--- src/rtl/bus_select_rr_pkg.sv ---
// Shared definitions for the registered N-to-1 bus selector.
package bus_select_rr_pkg;

  // Selection modes; the unused encoding behaves like fixed priority.
  typedef enum logic [1:0] {
    MODE_FIXED = 2'b00,
    MODE_RR    = 2'b01,
    MODE_FORCE = 2'b10,
    MODE_RSVD  = 2'b11
  } mode_e;

  // Index width for a channel count, never narrower than one bit.
  function automatic int sel_width(input int n);
    return (n > 1) ? $clog2(n) : 1;
  endfunction

endpackage

--- src/rtl/bus_select_rr_if.sv ---
// Source channels plus the one-deep output port of the bus selector.
interface bus_select_rr_if
  import bus_select_rr_pkg::*;
#(
  parameter int WIDTH  = 16,
  parameter int NUM_IN = 4
) ();
  localparam int SEL_W = sel_width(NUM_IN);

  logic [1:0]              mode;
  logic [SEL_W-1:0]        force_sel;
  logic [NUM_IN-1:0]       in_valid;
  logic [NUM_IN*WIDTH-1:0] in_data;
  logic [NUM_IN-1:0]       in_ready;
  logic                    out_valid;
  logic [WIDTH-1:0]        out_data;
  logic [SEL_W-1:0]        out_sel;
  logic                    out_ready;

  // Driver side: sources, mode control and the downstream consumer.
  modport master (
    output mode, force_sel, in_valid, in_data, out_ready,
    input  in_ready, out_valid, out_data, out_sel
  );

  // Selector side.
  modport slave (
    input  mode, force_sel, in_valid, in_data, out_ready,
    output in_ready, out_valid, out_data, out_sel
  );
endinterface

--- src/rtl/bus_select_rr_arbiter.sv ---
// Combinational grant logic: fixed priority, round-robin from ptr, or forced index.
module rr_arbiter
  import bus_select_rr_pkg::*;
#(
  parameter int NUM_IN = 4,
  parameter int SEL_W  = 2
) (
  input  logic [NUM_IN-1:0] req,
  input  logic [1:0]        mode,
  input  logic [SEL_W-1:0]  force_sel,
  input  logic [SEL_W-1:0]  ptr,
  output logic [NUM_IN-1:0] grant,
  output logic [SEL_W-1:0]  grant_idx,
  output logic              any_grant
);

  // Pick at most one requester; the first hit in search order wins.
  always_comb begin
    int idx;
    grant     = '0;
    grant_idx = '0;
    any_grant = 1'b0;
    idx       = 0;
    case (mode)
      MODE_RR: begin
        for (int off = 0; off < NUM_IN; off++) begin
          idx = (int'(ptr) + off) % NUM_IN;
          if (!any_grant && req[idx]) begin
            any_grant = 1'b1;
            grant_idx = SEL_W'(idx);
            grant     = NUM_IN'(1) << idx;
          end
        end
      end
      MODE_FORCE: begin
        // Out-of-range force_sel matches no channel, so nothing is granted.
        for (int i = 0; i < NUM_IN; i++) begin
          if (i == int'(force_sel) && req[i]) begin
            any_grant = 1'b1;
            grant_idx = SEL_W'(i);
            grant     = NUM_IN'(1) << i;
          end
        end
      end
      default: begin
        for (int i = 0; i < NUM_IN; i++) begin
          if (!any_grant && req[i]) begin
            any_grant = 1'b1;
            grant_idx = SEL_W'(i);
            grant     = NUM_IN'(1) << i;
          end
        end
      end
    endcase
  end

endmodule

--- src/rtl/bus_select_rr.sv ---
// Registered N-to-1 datapath selector with valid/ready on every channel and the output.
module bus_select_rr
  import bus_select_rr_pkg::*;
#(
  parameter int  WIDTH  = 16,
  parameter int  NUM_IN = 4,
  localparam int SEL_W  = sel_width(NUM_IN)
) (
  input logic           clk,
  input logic           rst,
  bus_select_rr_if.slave bus
);

  logic [WIDTH-1:0]  ch_data [NUM_IN];
  logic [NUM_IN-1:0] grant;
  logic [SEL_W-1:0]  grant_idx;
  logic              any_grant;
  logic              load;
  logic              xfer;
  logic              out_valid_reg;
  logic [WIDTH-1:0]  out_data_reg;
  logic [SEL_W-1:0]  out_sel_reg;
  logic [SEL_W-1:0]  rr_ptr_reg;
  logic [SEL_W-1:0]  rr_ptr_next;

  genvar gi;
  generate
    for (gi = 0; gi < NUM_IN; gi++) begin : g_unpack
      assign ch_data[gi] = bus.in_data[gi*WIDTH +: WIDTH];
    end
  endgenerate

  rr_arbiter #(
    .NUM_IN (NUM_IN),
    .SEL_W  (SEL_W)
  ) u_arb (
    .req       (bus.in_valid),
    .mode      (bus.mode),
    .force_sel (bus.force_sel),
    .ptr       (rr_ptr_reg),
    .grant     (grant),
    .grant_idx (grant_idx),
    .any_grant (any_grant)
  );

  // The output register can take a word when empty or being drained this cycle.
  assign load         = !out_valid_reg || bus.out_ready;
  assign xfer         = any_grant && load;
  assign bus.in_ready = (load && !rst) ? grant : '0;
  assign rr_ptr_next  = (grant_idx == SEL_W'(NUM_IN - 1)) ? '0 : grant_idx + SEL_W'(1);

  assign bus.out_valid = out_valid_reg;
  assign bus.out_data  = out_data_reg;
  assign bus.out_sel   = out_sel_reg;

  // Output register and round-robin pointer; the pointer only moves on round-robin transfers.
  always_ff @(posedge clk or posedge rst) begin
    if (rst) begin
      out_valid_reg <= 1'b0;
      out_data_reg  <= '0;
      out_sel_reg   <= '0;
      rr_ptr_reg    <= '0;
    end else begin
      if (xfer) begin
        out_valid_reg <= 1'b1;
        out_data_reg  <= ch_data[grant_idx];
        out_sel_reg   <= grant_idx;
        if (bus.mode == MODE_RR) begin
          rr_ptr_reg <= rr_ptr_next;
        end
      end else if (bus.out_ready) begin
        out_valid_reg <= 1'b0;
      end
    end
  end

endmodule

--- src/flat_wrapper.sv ---
// flat-port wrapper written by rule: the top's interface ports become plain ports
module bus_select_rr_flat import bus_select_rr_pkg::*;
#(
  parameter int  WIDTH  = 16,
  parameter int  NUM_IN = 4,
  localparam int SEL_W  = sel_width(NUM_IN)
)
  (clk, rst, bus_mode, bus_force_sel, bus_in_valid, bus_in_data, bus_out_ready, bus_in_ready, bus_out_valid, bus_out_data, bus_out_sel);
  bus_select_rr_if #(.WIDTH(WIDTH), .NUM_IN(NUM_IN)) bus_i ();
  input logic clk;
  input logic rst;
  input wire logic [$bits(bus_i.mode)-1:0] bus_mode;
  input wire logic [$bits(bus_i.force_sel)-1:0] bus_force_sel;
  input wire logic [$bits(bus_i.in_valid)-1:0] bus_in_valid;
  input wire logic [$bits(bus_i.in_data)-1:0] bus_in_data;
  input wire logic [$bits(bus_i.out_ready)-1:0] bus_out_ready;
  output wire logic [$bits(bus_i.in_ready)-1:0] bus_in_ready;
  output wire logic [$bits(bus_i.out_valid)-1:0] bus_out_valid;
  output wire logic [$bits(bus_i.out_data)-1:0] bus_out_data;
  output wire logic [$bits(bus_i.out_sel)-1:0] bus_out_sel;
  assign bus_i.mode = bus_mode;
  assign bus_i.force_sel = bus_force_sel;
  assign bus_i.in_valid = bus_in_valid;
  assign bus_i.in_data = bus_in_data;
  assign bus_i.out_ready = bus_out_ready;
  assign bus_in_ready = bus_i.in_ready;
  assign bus_out_valid = bus_i.out_valid;
  assign bus_out_data = bus_i.out_data;
  assign bus_out_sel = bus_i.out_sel;
  bus_select_rr #(.WIDTH(WIDTH), .NUM_IN(NUM_IN)) u_core (.clk(clk), .rst(rst), .bus(bus_i));
endmodule
--- config.mk ---
export PLATFORM = sky130hd
export DESIGN_NAME = bus_select_rr_flat
export DESIGN_NICKNAME = d
export VERILOG_FILES = /design/src/rtl/bus_select_rr_pkg.sv /design/src/rtl/bus_select_rr_if.sv /design/src/rtl/bus_select_rr_arbiter.sv /design/src/rtl/bus_select_rr.sv /design/src/flat_wrapper.sv
export SDC_FILE = /design/constraint.sdc
export NUM_CORES = 1
export LEC_CHECK = 0
export BUFFER_PORTS_ARGS = -buffer_cell sky130_fd_sc_hd__buf_4
export CORE_AREA = 5 5 82 84
export DETAILED_ROUTE_END_ITERATION = 10
export DIE_AREA = 0 0 87 89
export PLACE_DENSITY = 0.72
export SLEW_MARGIN = 10
export SYNTH_ARGS = -nofsm -noshare
export SYNTH_HDL_FRONTEND = slang
export SYNTH_SLANG_ARGS = --single-unit
--- constraint.sdc ---
create_clock -name clk -period 6.7 [get_ports clk]
set_clock_uncertainty 0.1 [all_clocks]
set_input_delay 0 -clock clk [delete_from_list [all_inputs] [get_ports clk]]
set_output_delay 0 -clock clk [all_outputs]
set_load 0.05 [all_outputs]
==> impl_metrics.csv, run 1 <==
group,metric,value,unit
die,placementRows,28,
grt,met2_usage,32.2,%
grt,grt_max_degree,36,
run,cap_viol_max_count,0,
logic_synthesis,ys_ff_latch,21,
power_and_ir_drop,power,0.926,mW
min_path,hold_start,"bus_in_data[63]",
critical_path,end_kind,"flip-flop",
die,design.portCount,98,
power_and_ir_drop,power.density,293,nW/um2
critical_path,worstPathRequired,6.74,ns
cts,cts_hold_buffers,43,
grt,grt.overflow.total,0,
grt,grt_use_met1,21.1,%
layout,areaGrowthSynthToFinish,59.8,%
cts,root_buffer,"clkbuf_8",
layout,largest_reg_flops,16,
logic_synthesis,synthArstFlopShare,100,%
critical_path,crit_path_start_kind,"flip-flop",
grt,met3_usage,4.33,%
logic_synthesis,netlist_area,1980,um2
logic_synthesis,synth-edff-count,0,
logic_synthesis,yosysSeqAreaShare,26.6,%
sta,final-setup-viol-count,0,
logic_synthesis,synthesis.nets,287,
placed_design,place_congestion,0.791,
layout,n_fill_cell,494,
critical_path,path_class,"flip-flop to flip-flop",
placed_design,dp.cells,361,
grt,grt.total_usage,17.7,%
logic_synthesis,netlist_instances,205,
cts,clk_path_buf_depth,2,
detailed_routing,dr.pass1.iters,4,
critical_path,r2r-start,"u_core.rr_ptr_reg[0]$_DFFE_PP0P_",
layout,antenna_cells,0,
sta,rsz0062_at_grt,"false",
critical_path,critPathLaunch,"u_core.rr_ptr_reg[0]$_DFFE_PP0P_",
sta,max_freq,223,MHz
sta,hold_violations,0,
detailed_routing,num_vias,2205,
layout,instances_no_fill,408,
logic_synthesis,synth_ff_type,"dfrtp_1",
sta,fin_tns_setup,0,ns
detailed_routing,wl_per_cell,16.4,um
cts,cts_sinks,21,
detailed_routing,routed_via_density,5.40,
cts,post_cts_buffers,0,
grt,antenna_found_initial,0,
die,die_area,7740,um2
placed_design,io_buffers,97,
power_and_ir_drop,ir_worst_vdd,0.000174,V
die,initial_core_util,33.8,%
sta,worstMarginPinSlew,0.876,ns
cts,cts_resized,0,
die,core_area,5850,um2
status,status,"finished clean",
die,die_w,87,um
logic_synthesis,synth_area_per_cell,9.64,um2
sta,slew_headroom,41.5,%
layout,drive_gt1_share,35.7,%
sta,final-max-slew-violation-count,0,
cts,clk_latency,0.25,ns
grt,grt_pass1_vias,2304,
sta,layout_min_cycle_time,4.49,ns
grt,grt_pass1_wl,11000,um
placed_design,dpl.hpwl,4640,um
layout,nNetsFinal,416,
sta,period_share,67.0,%
cts,path_clk_slew,0.08,ns
min_path,hold_path_class,"input port to flip-flop",
detailed_routing,drc,0,
cts,cts_tree,"done",
critical_path,arrival,4.52,ns
cts,ctsHtreeMaxLevel,1,
logic_synthesis,synthDistinctLibCells,50,
detailed_routing,postRouteWirelength,6690,um
logic_synthesis,synth_warnings,0,
die,dieHeight,89,um
cts,cts_made_buffers,3,
power_and_ir_drop,p_leak,1.56,nW
grt,busiest_layer,"met2",
detailed_routing,drt_iter0_drc,111,
critical_path,path_max_fanout,35,
detailed_routing,drtAntennaViolNets,0,
## cell families after synthesis
kind of cell             after synthesis  synth area share (%)
AO/OA/AOI/OAI                         56                  24.2
XOR/XNOR                               1                 0.443
adder cells (fa/ha/maj)                7                  4.43
buffers and inverters                 25                  8.61
flip-flops                            21                  26.6
multiplexers                          41                  22.3
AND/OR/NAND/NOR                       54                  13.4
## routing by layer
metal  vias up  wire length (um)
li1       1045                 -
met1      1046              2580
met2       106              3460
met3         8               556
met4         0                89
met5         -                 0
## through the flow
| step | setup slack [ns] | util [%] | hold WS, ns | cell area (um2) |
|---|---|---|---|---|
| floorplan | 3.25 | - | -0.107 | 1980 |
| global placement | 3.47 | 45.9 | 0.150 | 2680 |
| detailed placement | 3.35 | 45.9 | 0.140 | 2680 |
| CTS | 2.33 | 54.0 | 0.000677 | 3160 |
| global route | 1.94 | 54.0 | 0.0219 | 3160 |
| finish | 2.21 | 54.0 | 0.00492 | 3160 |
## area by class of cell
type	instances	area, um2	area share (%)
Tap cell	75	93.8	2.97
Sequential cell	21	526	16.6
Timing Repair Buffer	141	1170	36.9
Multi-Input combinational cell	159	1300	41.1
Clock buffer	4	45.0	1.43
Inverter	8	30.0	0.950
## power by group
group	leakage (nW)	switching, mW	internal [mW]
Clock	0.0228	0.0405	0.0423
Sequential	0.256	0.0435	0.172
Combinational	1.28	0.359	0.269
## critical path: stages, from the launching register on
cell and delay [ns]:
dfrtp_1 0.63, inv_1 0.21, ha_1 0.42, mux4_2 0.40
nor2b_4 0.23, nand3_1 0.14, o311ai_4 0.10, buf_4 0.51
mux2i_1 0.28, dlygate4sd3_1 0.61, o221ai_2 0.11, dlygate4sd3_1 0.60
## Yosys cell counts (2+ instances only)
library cell  count  area, um2
nand2_1          27        101
nand3_1           2       10.0
a31oi_1           2       12.5
a41oi_1           3       26.3
and3_1            2       12.5
mux4_2            2       45.0
a22oi_1           5       37.5
buf_6             3       33.8
a21oi_1           4       20.0
a31o_2            2       17.5
mux2i_1          34        340
buf_2             7       35.0
clkbuf_1          3       11.3
o21ai_0           4       20.0
a221oi_1          4       35.0
nor2_1            7       26.3
nand2b_1          6       37.5
o221ai_2          5       75.1
inv_1             8       30.0
mux2_2            4       45.0
o31ai_1           2       15.0
dfrtp_1          21        526
buf_12            2       40.0
a221o_1           2       20.0
ha_1              7       87.6
o2111ai_1         2       17.5
o221ai_1         11       96.3
nand3b_1          2       15.0
## worst paths after layout
kind,to,slack (ns),cells past startpoint
max,u_core.bus.out_data[1]$_DFFE_PP0P_,2.21,11
min,u_core.bus.out_data[15]$_DFFE_PP0P_,0.005,3
max reg2reg,u_core.bus.out_data[1]$_DFFE_PP0P_,2.21,11
min reg2reg,u_core.bus.out_data[13]$_DFFE_PP0P_,0.41,2
max in group asynchronous,u_core.bus.out_data[5]$_DFFE_PP0P_,5.58,3
min in group asynchronous,u_core.bus.out_valid$_DFFE_PP0P_,0.38,3
## layout by cell type (no fill, tap or decap), drive strengths merged, types with 2 or more instances in the layout
cell type,count
a221o,2
nand2,27
dlygate4sd3,43
a22oi,5
and3,2
a31o,2
inv,8
nand3b,2
nor2,7
dfrtp,21
o21ai,5
o31ai,2
clkbuf,4
ha,7
nand3,2
a221oi,5
a21oi,4
nand2b,6
mux2i,34
a41oi,3
buf,98
mux4,2
a31oi,2
mux2,5
nor2b,2
o221ai,16
o2111ai,2
(Power assumes the default switching activity.)
==> run 2, diff against run 1 <==
--- a/config.mk
+++ b/config.mk
@@ -5,11 +5,12 @@
 export SDC_FILE = /design/constraint.sdc
 export NUM_CORES = 1
 export LEC_CHECK = 0
+export ABC_AREA = 1
 export BUFFER_PORTS_ARGS = -buffer_cell sky130_fd_sc_hd__buf_4
-export CORE_AREA = 5 5 82 84
+export CORE_AREA = 5 5 85 87
 export DETAILED_ROUTE_END_ITERATION = 10
-export DIE_AREA = 0 0 87 89
-export PLACE_DENSITY = 0.72
+export DIE_AREA = 0 0 90 92
+export PLACE_DENSITY = 0.73
 export SLEW_MARGIN = 10
 export SYNTH_ARGS = -nofsm -noshare
 export SYNTH_HDL_FRONTEND = slang
==> constraint.sdc (replaced) <==
create_clock -name clk -period 3.96 [get_ports clk]
set_clock_uncertainty 0.1 [all_clocks]
set_input_delay 0 -clock clk [delete_from_list [all_inputs] [get_ports clk]]
set_output_delay 0 -clock clk [all_outputs]
set_load 0.05 [all_outputs]
==> impl_metrics.csv, run 2 <==
group,metric,value,unit
grt,met3_usage,1.88,%
logic_synthesis,yosysSeqAreaShare,24.6,%
sta,final-max-slew-violation-count,0,
layout,final_cell_mix,"113 x nand2_1, 97 x buf_4, 65 x inv_1",
critical_path,worstPathRequired,4.02,ns
detailed_routing,drtAntennaViolNets,0,
logic_synthesis,netlist.area_leader.share,24.6,%
detailed_routing,num_vias,2679,
placed_design,place_ws,1.21,ns
placed_design,io_buffers,97,
logic_synthesis,synthesis.nets,433,
die,core_area,6280,um2
layout,largest_reg_flops,16,
cts,root_buffer,"clkbuf_8",
logic_synthesis,synthTopCellsByCount,"113 x nand2_1, 65 x inv_1, 60 x nand3_1",
logic_synthesis,netlist_area,2130,um2
detailed_routing,drc,0,
logic_synthesis,netlist_instances,351,
die,design.portCount,98,
logic_synthesis,synth-edff-count,0,
min_path,hold_path_class,"input port to flip-flop",
cts,cts_sinks,21,
layout,antenna_cells,0,
logic_synthesis,netlist_top_cells_area,"dfrtp_1 25%, nand2_1 20%, nand3_1 14%, inv_1 11%, o211ai_1 4.9%",
placed_design,place_congestion,0.921,
layout,drive_gt1_share,25.9,%
critical_path,path_max_fanout,12,
critical_path,path_cells,"inv_6, ha_1, inv_1, nand2_1, nand2_1, nand3_1, nand3_1, nand2_1, a21boi_2, nor2_2, o211ai_1, dlygate4sd3_1, nand3_1, dlygate4sd3_1",
die,placementRows,29,
cts,cts_made_buffers,3,
critical_path,cp_top_family,"buffers and inverters",
logic_synthesis,synthDistinctLibCells,30,
detailed_routing,routed_via_density,4.86,
critical_path,reg2reg_slack,0.28,ns
critical_path,slowest_stage,"dlygate4sd3_1",
detailed_routing,wl_per_cell,13.0,um
grt,grt.overflow.total,0,
power_and_ir_drop,p_leak,1.83,nW
sta,final-setup-viol-count,0,
cts,path_clk_slew,0.09,ns
grt,grt_max_degree,56,
layout,post-route-util,52.0,%
min_path,hold_depth,7,
logic_synthesis,synth_area_per_cell,6.07,um2
layout,nNetsFinal,557,
min_path,hold_start,"bus_in_data[13]",
cts,clk_latency,0.26,ns
sta,post-route-worst-setup-slack,0.279,ns
power_and_ir_drop,power.density,537,nW/um2
detailed_routing,postRouteWirelength,7160,um
cts,cts_tree,"done",
power_and_ir_drop,ir_worst_vdd,0.000286,V
sta,fin_tns_setup,0,ns
critical_path,end_kind,"flip-flop",
sta,period_share,93.0,%
sta,worstMarginPinSlew,0.844,ns
die,die_w,90,um
critical_path,r2r_cells,14,
die,initial_core_util,34.0,%
die,dieHeight,92,um
logic_synthesis,synth_ff_type,"dfrtp_1",
cts,clk_path_buf_depth,2,
critical_path,slowest_delay,0.60,ns
sta,slew_headroom,43.7,%
grt,grt_pass1_wl,11800,um
logic_synthesis,yosys.area.top_type,"dfrtp_1",
sta,layout_min_cycle_time,3.68,ns
logic_synthesis,synthArstFlopShare,100,%
sta,hold_violations,0,
logic_synthesis,synth_warnings,0,
critical_path,crit_path_start_kind,"flip-flop",
logic_synthesis,synth_most_common_cell,"nand2_1",
placed_design,dpl.hpwl,5350,um
detailed_routing,dr.pass1.iters,6,
layout,mostFrequentLayoutCell,"nand2_1",
critical_path,r2r_end,"u_core.bus.out_data[1]$_DFFE_PP0P_",
critical_path,path_buf_inv,4,
sta,fin_hold_ws,0.0193,ns
cts,ctsHtreeMaxLevel,1,
critical_path,arrival,3.74,ns
critical_path,cp_num_cells,14,
status,status,"finished clean",
grt,grt_use_met1,19.6,%
grt,antenna_found_initial,0,
sta,rsz0062_at_grt,"false",
run,cap_viol_max_count,0,
grt,grt_pass1_vias,2654,
critical_path,path_class,"flip-flop to flip-flop",
critical_path,r2r-start,"u_core.rr_ptr_reg[0]$_DFFE_PP0P_",
grt,grt.total_usage,16.6,%
die,die_area,8280,um2
grt,met2_usage,30.1,%
grt,busiest_layer,"met2",
layout,areaGrowthSynthToFinish,53.0,%
logic_synthesis,ys_ff_latch,21,
sta,max_freq,272,MHz
detailed_routing,drt_iter0_drc,155,
min_path,whs_endpoint,"u_core.bus.out_data[13]$_DFFE_PP0P_",
-- run 2: area by class of cell --
cell class | count | area (um2)
Clock inverter | 1 | 5.00
Clock buffer | 3 | 41.3
Tap cell | 77 | 96.3
Fill cell | 611 | 3020
Timing Repair Buffer | 129 | 1050
Sequential cell | 21 | 526
Inverter | 68 | 260
Multi-Input combinational cell | 252 | 1280
-- run 2: what timing repair did --
item                                    4_1_cts  5_1_grt
gates resized for setup                       0        1
hold buffers                                 32        0
endpoints found under the setup margin        0       10
setup buffers                                 0        0
endpoints found under the hold margin        32        0
-- run 2: per-stage QoR --
stage / cells / power (mW) / area, um2
floorplan: 351 / 1.20 / 2130
CTS: 551 / 1.75 / 3250
detailed placement: 515 / 1.50 / 2890
finish: 551 / 1.75 / 3260
global route: 551 / 1.89 / 3260
global placement: 515 / 1.48 / 2890
-- run 2: report_power, final --
part / internal, mW / switching (mW) / leakage [nW]
Sequential: 0.297 / 0.0680 / 0.256
Combinational: 0.447 / 0.790 / 1.55
Clock: 0.0703 / 0.0786 / 0.0255
-- run 2: cells by family after synthesis --
kind of cell    share of synthesized area, %
compound gates                          12.0
simple gates                            43.8
flops                                   24.6
fa+ha+maj                               4.11
buf+inv                                 15.5
-- run 2: worst max-delay path by stage --
stage | from | to | slack, ns
after floorplan | u_core.rr_ptr_reg[1]$_DFFE_PP0P_ | bus_in_ready[3] | 1.42
after global placement | u_core.rr_ptr_reg[0]$_DFFE_PP0P_ | u_core.bus.out_data[14]$_DFFE_PP0P_ | 1.28
after detailed placement | u_core.rr_ptr_reg[0]$_DFFE_PP0P_ | u_core.bus.out_data[5]$_DFFE_PP0P_ | 1.21
after CTS | u_core.rr_ptr_reg[0]$_DFFE_PP0P_ | u_core.bus.out_data[8]$_DFFE_PP0P_ | 0.23
after global routing | u_core.rr_ptr_reg[1]$_DFFE_PP0P_ | u_core.bus.out_data[1]$_DFFE_PP0P_ | 0.04
final | u_core.rr_ptr_reg[0]$_DFFE_PP0P_ | u_core.bus.out_data[1]$_DFFE_PP0P_ | 0.28
-- run 2: worst register-to-register path, stage by stage, from the launching register on --
cell	delay, ns
dfrtp_1	0.58
inv_6	0.10
ha_1	0.36
inv_1	0.12
nand2_1	0.08
nand2_1	0.06
nand3_1	0.06
nand3_1	0.07
nand2_1	0.09
a21boi_2	0.38
nor2_2	0.19
o211ai_1	0.15
dlygate4sd3_1	0.60
nand3_1	0.07
dlygate4sd3_1	0.56
-- run 2: metal layers --
metal	routed length (um)	vias up	part of all wire [%]
met5	0	-	0
met2	3750	86	52
met1	2830	1201	40
met3	329	26	4.6
met4	252	0	3.5
li1	-	1366	-
